## src/rtl/mem_arbiter_if.sv

```systemverilog
// Request/grant and RAM-side bundle for mem_arbiter.
// The arbiter takes the master modport; cores and RAM model take the slave modport.
interface mem_arbiter_if #(
    parameter int CPUS   = 2,
    parameter int WORD_W = 32
);
    logic [CPUS-1:0]             iREN;
    logic [CPUS-1:0]             dREN;
    logic [CPUS-1:0]             dWEN;
    logic [CPUS-1:0][WORD_W-1:0] iaddr;
    logic [CPUS-1:0][WORD_W-1:0] daddr;
    logic [CPUS-1:0][WORD_W-1:0] dstore;
    logic [CPUS-1:0]             iwait;
    logic [CPUS-1:0]             dwait;
    logic [CPUS-1:0][WORD_W-1:0] iload;
    logic [CPUS-1:0][WORD_W-1:0] dload;
    logic                        ramREN;
    logic                        ramWEN;
    logic [WORD_W-1:0]           ramaddr;
    logic [WORD_W-1:0]           ramstore;
    logic [WORD_W-1:0]           ramload;
    logic [1:0]                  ramstate;
    logic                        ram_err;

    modport master (
        input  iREN, dREN, dWEN, iaddr, daddr, dstore, ramload, ramstate,
        output iwait, dwait, iload, dload, ramREN, ramWEN, ramaddr, ramstore, ram_err
    );

    modport slave (
        output iREN, dREN, dWEN, iaddr, daddr, dstore, ramload, ramstate,
        input  iwait, dwait, iload, dload, ramREN, ramWEN, ramaddr, ramstore, ram_err
    );
endinterface

```

## src/rtl/mem_arbiter.sv

```systemverilog
// Round-robin arbiter sharing one RAM port among 2*CPUS instruction/data requesters.
// Latency: one ARB cycle then GRANT; wait drops combinationally on the first ACCESS cycle.
// Backpressure: every wait stays high until the granted port's ACCESS cycle; BUSY/FREE/ERROR hold the grant.
module mem_arbiter #(
    parameter int CPUS   = 2,
    parameter int WORD_W = 32
) (
    input  logic          CLK,
    input  logic          RST,
    mem_arbiter_if.master bus
);
    localparam int N  = 2 * CPUS;
    localparam int IW = $clog2(N);
    localparam int KW = (CPUS > 1) ? $clog2(CPUS) : 1;

    localparam logic [1:0] RS_ACCESS = 2'd2;
    localparam logic [1:0] RS_ERROR  = 2'd3;

    typedef enum logic {ARB, GRANT} state_t;

    state_t            state, state_nxt;
    logic [IW-1:0]     gidx, gidx_nxt;
    logic [IW-1:0]     rr, rr_nxt;
    logic [IW-1:0]     pick, scan, gnext;
    logic [N-1:0]      req;
    logic [KW-1:0]     gk;
    logic              gdata, greq, any_req, err_set, err_q;
    logic              ren, wen;
    logic [CPUS-1:0]   iwait_c, dwait_c;

    // Even index = data port k, odd index = instruction port k.
    always_comb begin
        req = '0;
        for (int k = 0; k < CPUS; k++) begin
            req[2*k]   = bus.dREN[k] | bus.dWEN[k];
            req[2*k+1] = bus.iREN[k];
        end
    end

    // First requester at or after rr, wrapping at N.
    always_comb begin
        pick    = rr;
        any_req = 1'b0;
        scan    = rr;
        for (int i = 0; i < N; i++) begin
            if (!any_req && req[scan]) begin
                pick    = scan;
                any_req = 1'b1;
            end
            scan = (scan == IW'(N - 1)) ? '0 : scan + 1'b1;
        end
    end

    assign gk    = KW'(gidx >> 1);
    assign gdata = ~gidx[0];
    assign greq  = gdata ? (bus.dREN[gk] | bus.dWEN[gk]) : bus.iREN[gk];
    assign gnext = (gidx == IW'(N - 1)) ? '0 : gidx + 1'b1;

    always_comb begin
        state_nxt = state;
        gidx_nxt  = gidx;
        rr_nxt    = rr;
        err_set   = 1'b0;
        ren       = 1'b0;
        wen       = 1'b0;
        iwait_c   = '1;
        dwait_c   = '1;
        case (state)
            ARB: begin
                if (any_req) begin
                    gidx_nxt  = pick;
                    state_nxt = GRANT;
                end
            end
            GRANT: begin
                wen = gdata & bus.dWEN[gk];
                ren = gdata ? (bus.dREN[gk] & ~bus.dWEN[gk]) : bus.iREN[gk];
                if (!greq) begin
                    // Requester withdrew: leave quietly, still hand priority on.
                    state_nxt = ARB;
                    rr_nxt    = gnext;
                end else if (bus.ramstate == RS_ACCESS) begin
                    state_nxt = ARB;
                    rr_nxt    = gnext;
                    if (gdata) dwait_c[gk] = 1'b0;
                    else       iwait_c[gk] = 1'b0;
                end else if (bus.ramstate == RS_ERROR) begin
                    err_set = 1'b1;
                end
            end
        endcase
    end

    always_ff @(posedge CLK or posedge RST) begin
        if (RST) begin
            state <= ARB;
            gidx  <= '0;
            rr    <= '0;
            err_q <= 1'b0;
        end else begin
            state <= state_nxt;
            gidx  <= gidx_nxt;
            rr    <= rr_nxt;
            err_q <= err_q | err_set;
        end
    end

    assign bus.ramREN   = ren;
    assign bus.ramWEN   = wen;
    assign bus.ramaddr  = gdata ? bus.daddr[gk] : bus.iaddr[gk];
    assign bus.ramstore = bus.dstore[gk];
    assign bus.iwait    = iwait_c;
    assign bus.dwait    = dwait_c;
    assign bus.iload    = {CPUS{bus.ramload}};
    assign bus.dload    = {CPUS{bus.ramload}};
    assign bus.ram_err  = err_q;
endmodule
```

## src/flat_wrapper.sv

```systemverilog
// flat-port wrapper written by rule: the top's interface ports become plain ports
module mem_arbiter_flat 
#(
    parameter int CPUS   = 2,
    parameter int WORD_W = 32
)
  (CLK, RST, bus_iREN, bus_dREN, bus_dWEN, bus_iaddr, bus_daddr, bus_dstore, bus_ramload, bus_ramstate, bus_iwait, bus_dwait, bus_iload, bus_dload, bus_ramREN, bus_ramWEN, bus_ramaddr, bus_ramstore, bus_ram_err);
  mem_arbiter_if #(.CPUS(CPUS), .WORD_W(WORD_W)) bus_i ();
  input  logic CLK;
  input  logic RST;
  input wire logic [$bits(bus_i.iREN)-1:0] bus_iREN;
  input wire logic [$bits(bus_i.dREN)-1:0] bus_dREN;
  input wire logic [$bits(bus_i.dWEN)-1:0] bus_dWEN;
  input wire logic [$bits(bus_i.iaddr)-1:0] bus_iaddr;
  input wire logic [$bits(bus_i.daddr)-1:0] bus_daddr;
  input wire logic [$bits(bus_i.dstore)-1:0] bus_dstore;
  input wire logic [$bits(bus_i.ramload)-1:0] bus_ramload;
  input wire logic [$bits(bus_i.ramstate)-1:0] bus_ramstate;
  output wire logic [$bits(bus_i.iwait)-1:0] bus_iwait;
  output wire logic [$bits(bus_i.dwait)-1:0] bus_dwait;
  output wire logic [$bits(bus_i.iload)-1:0] bus_iload;
  output wire logic [$bits(bus_i.dload)-1:0] bus_dload;
  output wire logic [$bits(bus_i.ramREN)-1:0] bus_ramREN;
  output wire logic [$bits(bus_i.ramWEN)-1:0] bus_ramWEN;
  output wire logic [$bits(bus_i.ramaddr)-1:0] bus_ramaddr;
  output wire logic [$bits(bus_i.ramstore)-1:0] bus_ramstore;
  output wire logic [$bits(bus_i.ram_err)-1:0] bus_ram_err;
  assign bus_i.iREN = bus_iREN;
  assign bus_i.dREN = bus_dREN;
  assign bus_i.dWEN = bus_dWEN;
  assign bus_i.iaddr = bus_iaddr;
  assign bus_i.daddr = bus_daddr;
  assign bus_i.dstore = bus_dstore;
  assign bus_i.ramload = bus_ramload;
  assign bus_i.ramstate = bus_ramstate;
  assign bus_iwait = bus_i.iwait;
  assign bus_dwait = bus_i.dwait;
  assign bus_iload = bus_i.iload;
  assign bus_dload = bus_i.dload;
  assign bus_ramREN = bus_i.ramREN;
  assign bus_ramWEN = bus_i.ramWEN;
  assign bus_ramaddr = bus_i.ramaddr;
  assign bus_ramstore = bus_i.ramstore;
  assign bus_ram_err = bus_i.ram_err;
  mem_arbiter #(.CPUS(CPUS), .WORD_W(WORD_W)) u_core (.CLK(CLK), .RST(RST), .bus(bus_i));
endmodule
```

## config.mk

```make
export PLATFORM = sky130hd
export DESIGN_NAME = mem_arbiter_flat
export DESIGN_NICKNAME = d
export VERILOG_FILES = /design/src/rtl/mem_arbiter_if.sv /design/src/rtl/mem_arbiter.sv /design/src/flat_wrapper.sv
export SDC_FILE = /design/constraint.sdc
export NUM_CORES = 1
export LEC_CHECK = 0
export ABC_AREA = 1
export CAP_MARGIN = 20
export CORE_AREA = 2 2 170 172
export DETAILED_ROUTE_END_ITERATION = 8
export DIE_AREA = 0 0 172 174
export DONT_BUFFER_PORTS = 1
export GPL_ROUTABILITY_DRIVEN = 0
export SYNTH_ARGS = -nofsm -noshare
export SYNTH_HDL_FRONTEND = slang
export SYNTH_SLANG_ARGS = --single-unit
```

## constraint.sdc

```tcl
create_clock -name CLK -period 3.55 [get_ports CLK]
set_input_delay 0.1775 -clock CLK [delete_from_list [all_inputs] [get_ports CLK]]
set_output_delay 0.1775 -clock CLK [all_outputs]
set_load 0.05 [all_outputs]
```

==> flow_summary.ini, run 1 <==
[layout]
antennaDiodeCount = 0
area_growth_pct = -6.94
multi_input_area_um2 = 1720
final_cell_mix = nand2_1 (128), o21ai_0 (68), nor2_1 (68)
layout.nets = 661
fillers = 3380
ff_latch_area_um2 = 155
layout_commonest_cell = nand2_1
drive_above_1_share_pct = 17.4

[power]
vdd_drop_max_mv = 0.393
p_leak_nw = 1.15
finalPower_mw = 3.86
power_density_nw_per_um2 = 1380

[outcome]
status = finished clean

[critical_path]
cp.required_ns = 3.37
arrival_ns = 2.30
path_common_cell = buf_4
timing.rr.start = u_core.rr[0]$_DFFE_PP0P_
critPathMaxStageDelay_ns = 0.74
reg2reg_depth = 12
cp_num_buf_inv = 2
worstSetupPathDepth = 4
start_kind = register
cp_max_fo = 53
crit_chain = buf_4, o21ai_0, o22ai_1, buf_4
cp_slowest_cell = dfrtp_4
cp-startpoint = u_core.gidx[1]$_DFFE_PP0P_
endpoint = bus_ramaddr[26]
crit_type = register to output pin
endpoint_kind = output pin
critPathTopFamily = buffers and inverters
r2r_end = u_core.gidx[0]$_DFFE_PP0P_
r2r_setup_slack_ns = 1.52

[clock_network]
post-cts-setup-buffers = 0
cts_buffer_depth = 2
cts-resized-gates = 0
cts_buffers = 3
ctsRootBufferMaster = clkbuf_16
insertion_delay_ns = 0.23
path_clk_slew_ns = 0.03
htreeDepth = 1
cts.sinks = 6
cts_tree = built
ctsHoldBuffers = 1

[synth]
ys_ff_latch = 6
syn_nets = 772
postSynthAreaPerCell_um2 = 5.66
syn_area_um2 = 3010
ys_seq_area_share_pct = 4.99
ys_types = 27
synth_warnings = 0
syn_inst = 532

[timing]
slew_headroom_pct = 63.1
timing.final.ws_setup_ns = 1.07
rsz0062_at_grt = false
tns_ns = 0
slew_viol_final = 0
finalCriticalPeriod_ns = 2.48
finalSetupViolations = 0
finalCritPeriodShare_pct = 69.8
finClkSkew_ns = 0.00128
worst_pin_slew_ns = 0.551
max_freq_mhz = 404
final-hold-violation-count = 0

[route]
wire_per_inst_um = 17.0
vias_per_cell = 3.80
ant_nets = 0
dr.pass1.iters = 5
num_vias = 3052
drt_iter0_markers = 322
drt-total-wl_um = 13600
remaining_drc_errors = 0

[die]
rows = 62
die_x_um = 172
die_area_um2 = 29900
die_h_um = 174
ios = 433
core_region_area_um2 = 28200
start_util_pct = 10.7

[global_route]
antenna_found_initial = 0
grt_overflow_total = 0
grt_pass1_wl_um = 17700
grt_usage_pct = 8.13
grt_pass1_vias = 2602
grt_max_degree = 54

[min_path]
hold_path.class = input pin to register
min_from = bus_ramstate[1]

[placement]
post-dp-hpwl_um = 11500
preCtsSetupSlack_ns = 1.36
io_buffers = 0

[run]
maxCapViolCount = 0
per-stage QoR:
step                instances  utilization [%]  instance area (um2)  hold slack, ns
finish                    804             9.92                 2800           0.185
global route              804             9.92                 2800           0.198
CTS                       804             9.92                 2800           0.178
detailed placement        799             9.61                 2710        -0.00424
global placement          799             9.61                 2710        -0.00397
floorplan                 532                -                 3010         -0.0315
worst reg2reg max path: stages (launching register included):
cell,delay (ns)
dfrtp_1,0.63
ha_1,0.38
inv_2,0.07
nand2_4,0.12
nand2_2,0.07
nand3_2,0.08
nand2_4,0.08
nor2_8,0.12
nand3b_2,0.11
nor2_1,0.10
nor2_1,0.05
nand2_1,0.06
nand2_1,0.04
routing by layer:
metal	track usage, %	share of wire [%]
met1	9.19	35
met2	13.8	48
met3	3.71	15
met4	2.14	2.5
met5	0	0
report_power, final:
group	internal (mW)	leakage (nW)	switching, mW
Sequential	0.101	0.0641	0.109
Clock	0.149	0.0382	0.0402
Combinational	0.825	1.05	2.64
Total	1.08	1.15	2.79
synth_stat cells:
cell        n  area share [%]
nand3_2     3             1.0
a21oi_1     7             1.2
nor2_8      2             1.3
nand2_1   128              16
nand2_2     6             1.2
o21ai_0    68              11
inv_4       1            0.21
nand3_1    15             2.5
inv_2       6            0.75
nor2_1     68             8.5
or2_0       1            0.21
clkbuf_1   26             3.2
nand3b_2    1            0.37
or2_2       1            0.21
inv_1       8             1.0
o21ai_1     5            0.83
buf_4     129              32
dfrtp_1     6             5.0
nand2_4     3             1.1
ha_1        6             2.5
a31oi_4     1            0.71
a21oi_2     1            0.29
o21bai_1    1            0.25
buf_6       1            0.37
nor2_2      4            0.83
nor3_1      2            0.33
o22ai_1    32             6.6
state kept, by name, summed over array words and instances (netlist names):
| register | cells |
|---|---|
| u_core.gidx | 2 |
| u_core.rr | 2 |
| u_core.bus.ram_err | 1 |
| u_core.state | 1 |
cell families after synthesis:
group / Yosys count / synth area share (%)
and+or+nand+nor: 234 / 33.6
buffers and inverters: 171 / 37.7
adders and majority gates: 6 / 2.49
AOI/OAI and AO/OA: 115 / 21.2
DFF: 6 / 4.99
worst min path at each step:
stage,endpoint,slack [ns],cells after the start
6_report,u_core.bus.ram_err$_DFF_PP0_,0.18,2
5_1_grt,u_core.bus.ram_err$_DFF_PP0_,0.20,2
4_1_cts,u_core.bus.ram_err$_DFF_PP0_,0.18,2
3_5_place_dp,u_core.bus.ram_err$_DFF_PP0_,-0.004,1
3_3_place_gp,u_core.bus.ram_err$_DFF_PP0_,-0.004,1
2_1_floorplan,u_core.bus.ram_err$_DFF_PP0_,-0.03,1
cell type report:
class / count / share of cell area, %
clock buffers: 4 / 2.81
well taps: 384 / 17.2
inverters: 15 / 2.14
multi-input cells: 355 / 61.5
flip-flops and latches: 6 / 5.54
repair buffers: 40 / 10.8
Note: power is estimated with default switching activity, not from simulation.
==> run 2: changes to the inputs <==
==> constraint.sdc (replaced) <==
create_clock -name CLK -period 2.5 [get_ports CLK]
set_input_delay 0.125 -clock CLK [delete_from_list [all_inputs] [get_ports CLK]]
set_output_delay 0.125 -clock CLK [all_outputs]
set_load 0.05 [all_outputs]
==> flow_summary.ini, run 2 (synthesis gave the netlist of run 1 again) <==
[timing]
tns_ns = 0
rsz0062_at_grt = false
slew_headroom_pct = 59.4
final-hold-violation-count = 0
finalCritPeriodShare_pct = 83.8
finalSetupViolations = 0
holdWs_ns = 0.0546
finalCriticalPeriod_ns = 2.10
finClkSkew_ns = 0.00196
slew_viol_final = 0
worst_pin_slew_ns = 0.609
max_freq_mhz = 477

[route]
drt-total-wl_um = 12500
remaining_drc_errors = 0
ant_nets = 0
dr.pass1.iters = 5
vias_per_cell = 3.80
wire_per_inst_um = 15.2
num_vias = 3132
drt_iter0_markers = 302

[critical_path]
endpoint_kind = output pin
crit_type = register to output pin
cp.required_ns = 2.38
start_kind = register
cp_max_fo = 58
arrival_ns = 1.97

[die]
die_area_um2 = 29900
ios = 433
rows = 62
start_util_pct = 10.7
die_h_um = 174
die_x_um = 172
core_region_area_um2 = 28200

[layout]
ff_latch_area_um2 = 155
area_growth_pct = -0.374
layout_commonest_cell = nand2_1
layout.nets = 680
drive_above_1_share_pct = 21.0
final_cell_mix = nand2_1 (128), o21ai_0 (68), nor2_1 (68)
fillers = 3335
top_regs = u_core.gidx: 2 flops, u_core.rr: 2 flops
instances_no_fill = 825
multi_input_area_um2 = 1720

[outcome]
status = finished clean

[power]
power_density_nw_per_um2 = 1870
vdd_drop_max_mv = 0.574
p_leak_nw = 1.27
finalPower_mw = 5.60

[min_path]
hold_path.class = input pin to register

[global_route]
grt_pass1_wl_um = 16400
grt_overflow_total = 0
grt_max_degree = 59
antenna_found_initial = 1
grt_usage_pct = 7.34
grt_pass1_vias = 2607

[clock_network]
ctsRootBufferMaster = clkbuf_16
insertion_delay_ns = 0.23
cts_buffers = 3
cts.sinks = 6
cts-resized-gates = 0
cts_buffer_depth = 2
path_clk_slew_ns = 0.04
htreeDepth = 1
cts_tree = built

[placement]
post-dp-hpwl_um = 10500
dpl.cell_count = 818
io_buffers = 0

[run]
maxCapViolCount = 0
[run 2: metal layers]
layer | GRT usage (%) | wire, um
met5 | 0 | 0
met4 | 2.17 | 397
met3 | 2.46 | 1620
met2 | 12.0 | 5730
met1 | 9.14 | 4780
[run 2: final timing paths]
path | startpoint | to | slack (ns) | depth (start not counted)
worst max-delay path | u_core.gidx[1]$_DFFE_PP0P_ | bus_ramstore[17] | 0.40 | 4
worst max register to register | u_core.rr[0]$_DFFE_PP0P_ | u_core.gidx[0]$_DFFE_PP0P_ | 0.49 | 12
worst min register to register | u_core.state$_DFF_PP0_ | u_core.rr[0]$_DFFE_PP0P_ | 0.59 | 2
min in group asynchronous | RST | u_core.gidx[1]$_DFFE_PP0P_ | 0.28 | 2
max in group asynchronous | RST | u_core.gidx[1]$_DFFE_PP0P_ | 1.99 | 2
worst min-delay path | bus_ramstate[0] | u_core.bus.ram_err$_DFF_PP0_ | 0.05 | 2
[run 2: what timing repair did]
action | in CTS | in global routing
endpoints found under the setup margin | 0 | 0
hold buffers | 1 | 0
setup buffers | 0 | 0
endpoints found under the hold margin | 6 | 0
[run 2: final cells by class]
| type | instances | share of cell area, % |
|---|---|---|
| Antenna cell | 2 | 0.167 |
| Sequential cell | 6 | 5.17 |
| Multi-Input combinational cell | 355 | 57.5 |
| Clock buffer | 4 | 2.63 |
| Inverter | 15 | 2.00 |
| Timing Repair Buffer | 59 | 16.5 |
| Tap cell | 384 | 16.0 |
[run 2: power breakdown]
part	switching [mW]	total (mW)	internal, mW	leakage, nW
Combinational	3.80	5.10	1.30	1.17
Clock	0.0569	0.269	0.212	0.0382
Sequential	0.0798	0.225	0.145	0.0641
[run 2: stage by stage]
step / util, % / setup WS, ns / cell area (um2)
4_1_cts: 10.6 / 0.438 / 2990
5_1_grt: 10.6 / 0.305 / 3000
3_5_place_dp: 10.3 / 0.506 / 2910
6_report: 10.6 / 0.404 / 3000
2_1_floorplan: - / 0.330 / 3010
3_3_place_gp: 10.3 / 0.588 / 2910
[run 2: worst max-delay path, stage by stage (launching register included)]
cell and delay, ns:
dfrtp_4 0.54, clkinv_2 0.09, buf_4 0.45, nand2_1 0.17, nand2_1 0.41
==> run 3: changes to the inputs <==
--- a/config.mk
+++ b/config.mk
@@ -5,11 +5,11 @@
 export SDC_FILE = /design/constraint.sdc
 export NUM_CORES = 1
 export LEC_CHECK = 0
-export ABC_AREA = 1
+export ABC_AREA = 0
 export CAP_MARGIN = 20
-export CORE_AREA = 2 2 170 172
+export CORE_AREA = 2 2 169 171
 export DETAILED_ROUTE_END_ITERATION = 8
-export DIE_AREA = 0 0 172 174
+export DIE_AREA = 0 0 171 173
 export DONT_BUFFER_PORTS = 1
 export GPL_ROUTABILITY_DRIVEN = 0
 export SYNTH_ARGS = -nofsm -noshare
==> constraint.sdc (replaced) <==
create_clock -name CLK -period 2.2 [get_ports CLK]
set_input_delay 0.11 -clock CLK [delete_from_list [all_inputs] [get_ports CLK]]
set_output_delay 0.11 -clock CLK [all_outputs]
set_load 0.05 [all_outputs]
==> flow_summary.ini, run 3 <==
[outcome]
status = finished clean

[layout]
area_growth_pct = -10.7
fillers = 3217
top_regs = u_core.gidx: 2 flops, u_core.rr: 2 flops
final_cell_mix = mux4_2 (35), mux2_2 (32), buf_4 (10)
layout.nets = 404
ff_latch_area_um2 = 155
drive_above_1_share_pct = 58.9
multi_input_area_um2 = 1630
layout_commonest_cell = mux4_2
stdcell_area_um2 = 2520

[synth]
synthSimpleGateAreaFrac_pct = 5.15
synth_warnings = 0
ys_types = 37
synth_top_family_by_area = multiplexers
syn_area_um2 = 2820
synth_compound_area_share_pct = 5.82
synth_ff_type = dfrtp_1
synthMuxAreaShare_pct = 43.4
async_flop_share_pct = 100
synthXorXnorAreaFrac_pct = 0
postSynthAreaPerCell_um2 = 9.78
syn_nets = 528
synth_edf_count = 0
synth_top_area_cell = buf_4
synthTopCellsByArea = buf_4 (34%), mux4_2 (28%), mux2_2 (13%), dfrtp_1 (5.3%), ha_1 (2.7%)
syn_inst = 288
ys_seq_area_share_pct = 5.33
synth.most_common_cell = buf_4
synth_top_area_share_pct = 34.1
synthAdderAreaFrac_pct = 2.66
synth.cells.most_frequent = buf_4 (128), mux4_2 (35), mux2_2 (32)
ys_ff_latch = 6

[die]
die_h_um = 173
die_area_um2 = 29600
start_util_pct = 10.2
core_region_area_um2 = 27600
die_x_um = 171
ios = 433
rows = 61

[critical_path]
arrival_ns = 2.18
cp_num_buf_inv = 0
cp_max_fo = 5
cp_slowest_cell = dfrtp_1
critPathTopFamily = simple AND/OR/NAND/NOR gates
cp.required_ns = 2.30
critPathMaxStageDelay_ns = 0.38
crit_type = register to register
r2r_setup_slack_ns = 0.12
start_kind = register
crit_chain = ha_1, or2_1, mux2i_1, or3_1, a211oi_2, a21bo_2, o22ai_1
endpoint_kind = register

[route]
drt_iter0_markers = 169
wl_met2_um = 6350
drt-total-wl_um = 12500
wl_met1_um = 4540
num_vias = 1769
met3_length_um = 1420
vias_per_cell = 3.24
dr.pass1.iters = 4
ant_nets = 0
remaining_drc_errors = 0
wire_per_inst_um = 22.9
top_layer = met5

[timing]
finalCriticalPeriod_ns = 2.08
rsz0062_at_grt = false
finalSetupViolations = 0
finClkSkew_ns = 0.00344
holdWs_ns = 0.0661
worst_pin_slew_ns = 0.539
final-hold-violation-count = 0
slew_viol_final = 0
slew_headroom_pct = 64.1
finalCritPeriodShare_pct = 94.4
max_freq_mhz = 482
tns_ns = 0

[placement]
post-dp-hpwl_um = 11000
io_buffers = 0
dpl-instance-area_um2 = 2410

[run]
maxCapViolCount = 0

[clock_network]
cts.sinks = 6
ctsRootBufferMaster = clkbuf_16
path_clk_slew_ns = 0.04
insertion_delay_ns = 0.23
cts_tree = built
cts_buffers = 3
htreeDepth = 1
cts_buffer_depth = 2
post-cts-setup-buffers = 0

[power]
p_leak_nw = 0.731
power_density_nw_per_um2 = 1850
vdd_drop_max_mv = 0.322

[global_route]
grt_pass1_vias = 1848
grt_overflow_total = 0
grt_max_degree = 45
grt_usage_pct = 7.37
grt_pass1_wl_um = 15100
antenna_found_initial = 6

[min_path]
hold_path.class = input pin to register
==> run 3: kinds of logic after synthesis <==
family	count (synthesis)
AO/OA/AOI/OAI	22
adder cells (fa/ha/maj)	6
buffers and inverters	150
flip-flops	6
multiplexers	74
AND/OR/NAND/NOR	30
==> run 3: stage by stage <==
stage / power, mW / utilization (%) / cells / setup slack [ns]
3_3_place_gp: 4.33 / 8.71 / 536 / 0.238
3_5_place_dp: 4.36 / 8.71 / 536 / 0.114
6_report: 4.66 / 9.11 / 546 / 0.123
4_1_cts: 4.69 / 9.03 / 541 / 0.133
5_1_grt: 4.82 / 9.11 / 546 / 0.0314
2_1_floorplan: 4.27 / - / 288 / 0.0746
==> run 3: path summary, 6_finish.rpt <==
path                                     startpoint                            to  cells past startpoint
max                        u_core.rr[0]$_DFFE_PP0P_    u_core.gidx[0]$_DFFE_PP0P_                      7
min                                 bus_ramstate[0]  u_core.bus.ram_err$_DFF_PP0_                      1
max reg2reg                u_core.rr[0]$_DFFE_PP0P_    u_core.gidx[0]$_DFFE_PP0P_                      7
min reg2reg                  u_core.state$_DFF_PP0_    u_core.gidx[1]$_DFFE_PP0P_                      1
max in group asynchronous                       RST    u_core.gidx[1]$_DFFE_PP0P_                      2
min in group asynchronous                       RST  u_core.bus.ram_err$_DFF_PP0_                      2
==> run 3: layout make-up <==
type,instances,share of cell area [%]
multi-input cells,132,64.6
well taps,378,18.8
flip-flops and latches,6,6.16
repair buffers,14,5.77
clock buffers,4,3.13
inverters,7,1.04
diodes,5,0.497
==> run 3: power breakdown <==
part / switching (mW) / internal (mW)
Combinational: 2.93 / 1.20
Sequential: 0.0573 / 0.165
Clock: 0.0693 / 0.241
Total: 3.05 / 1.60
==> run 3: repair_timing <==
item	CTS	global route
hold buffers	1	0
gates resized for setup	0	2
setup endpoints to repair	0	1
endpoints found under the hold margin	6	0
==> run 3: layer usage <==
layer | vias up | track usage (%)
met1 | 889 | 8.33
met4 | 2 | 1.94
met5 | - | 0
met3 | 11 | 2.82
met2 | 198 | 12.9
li1 | 669 | -
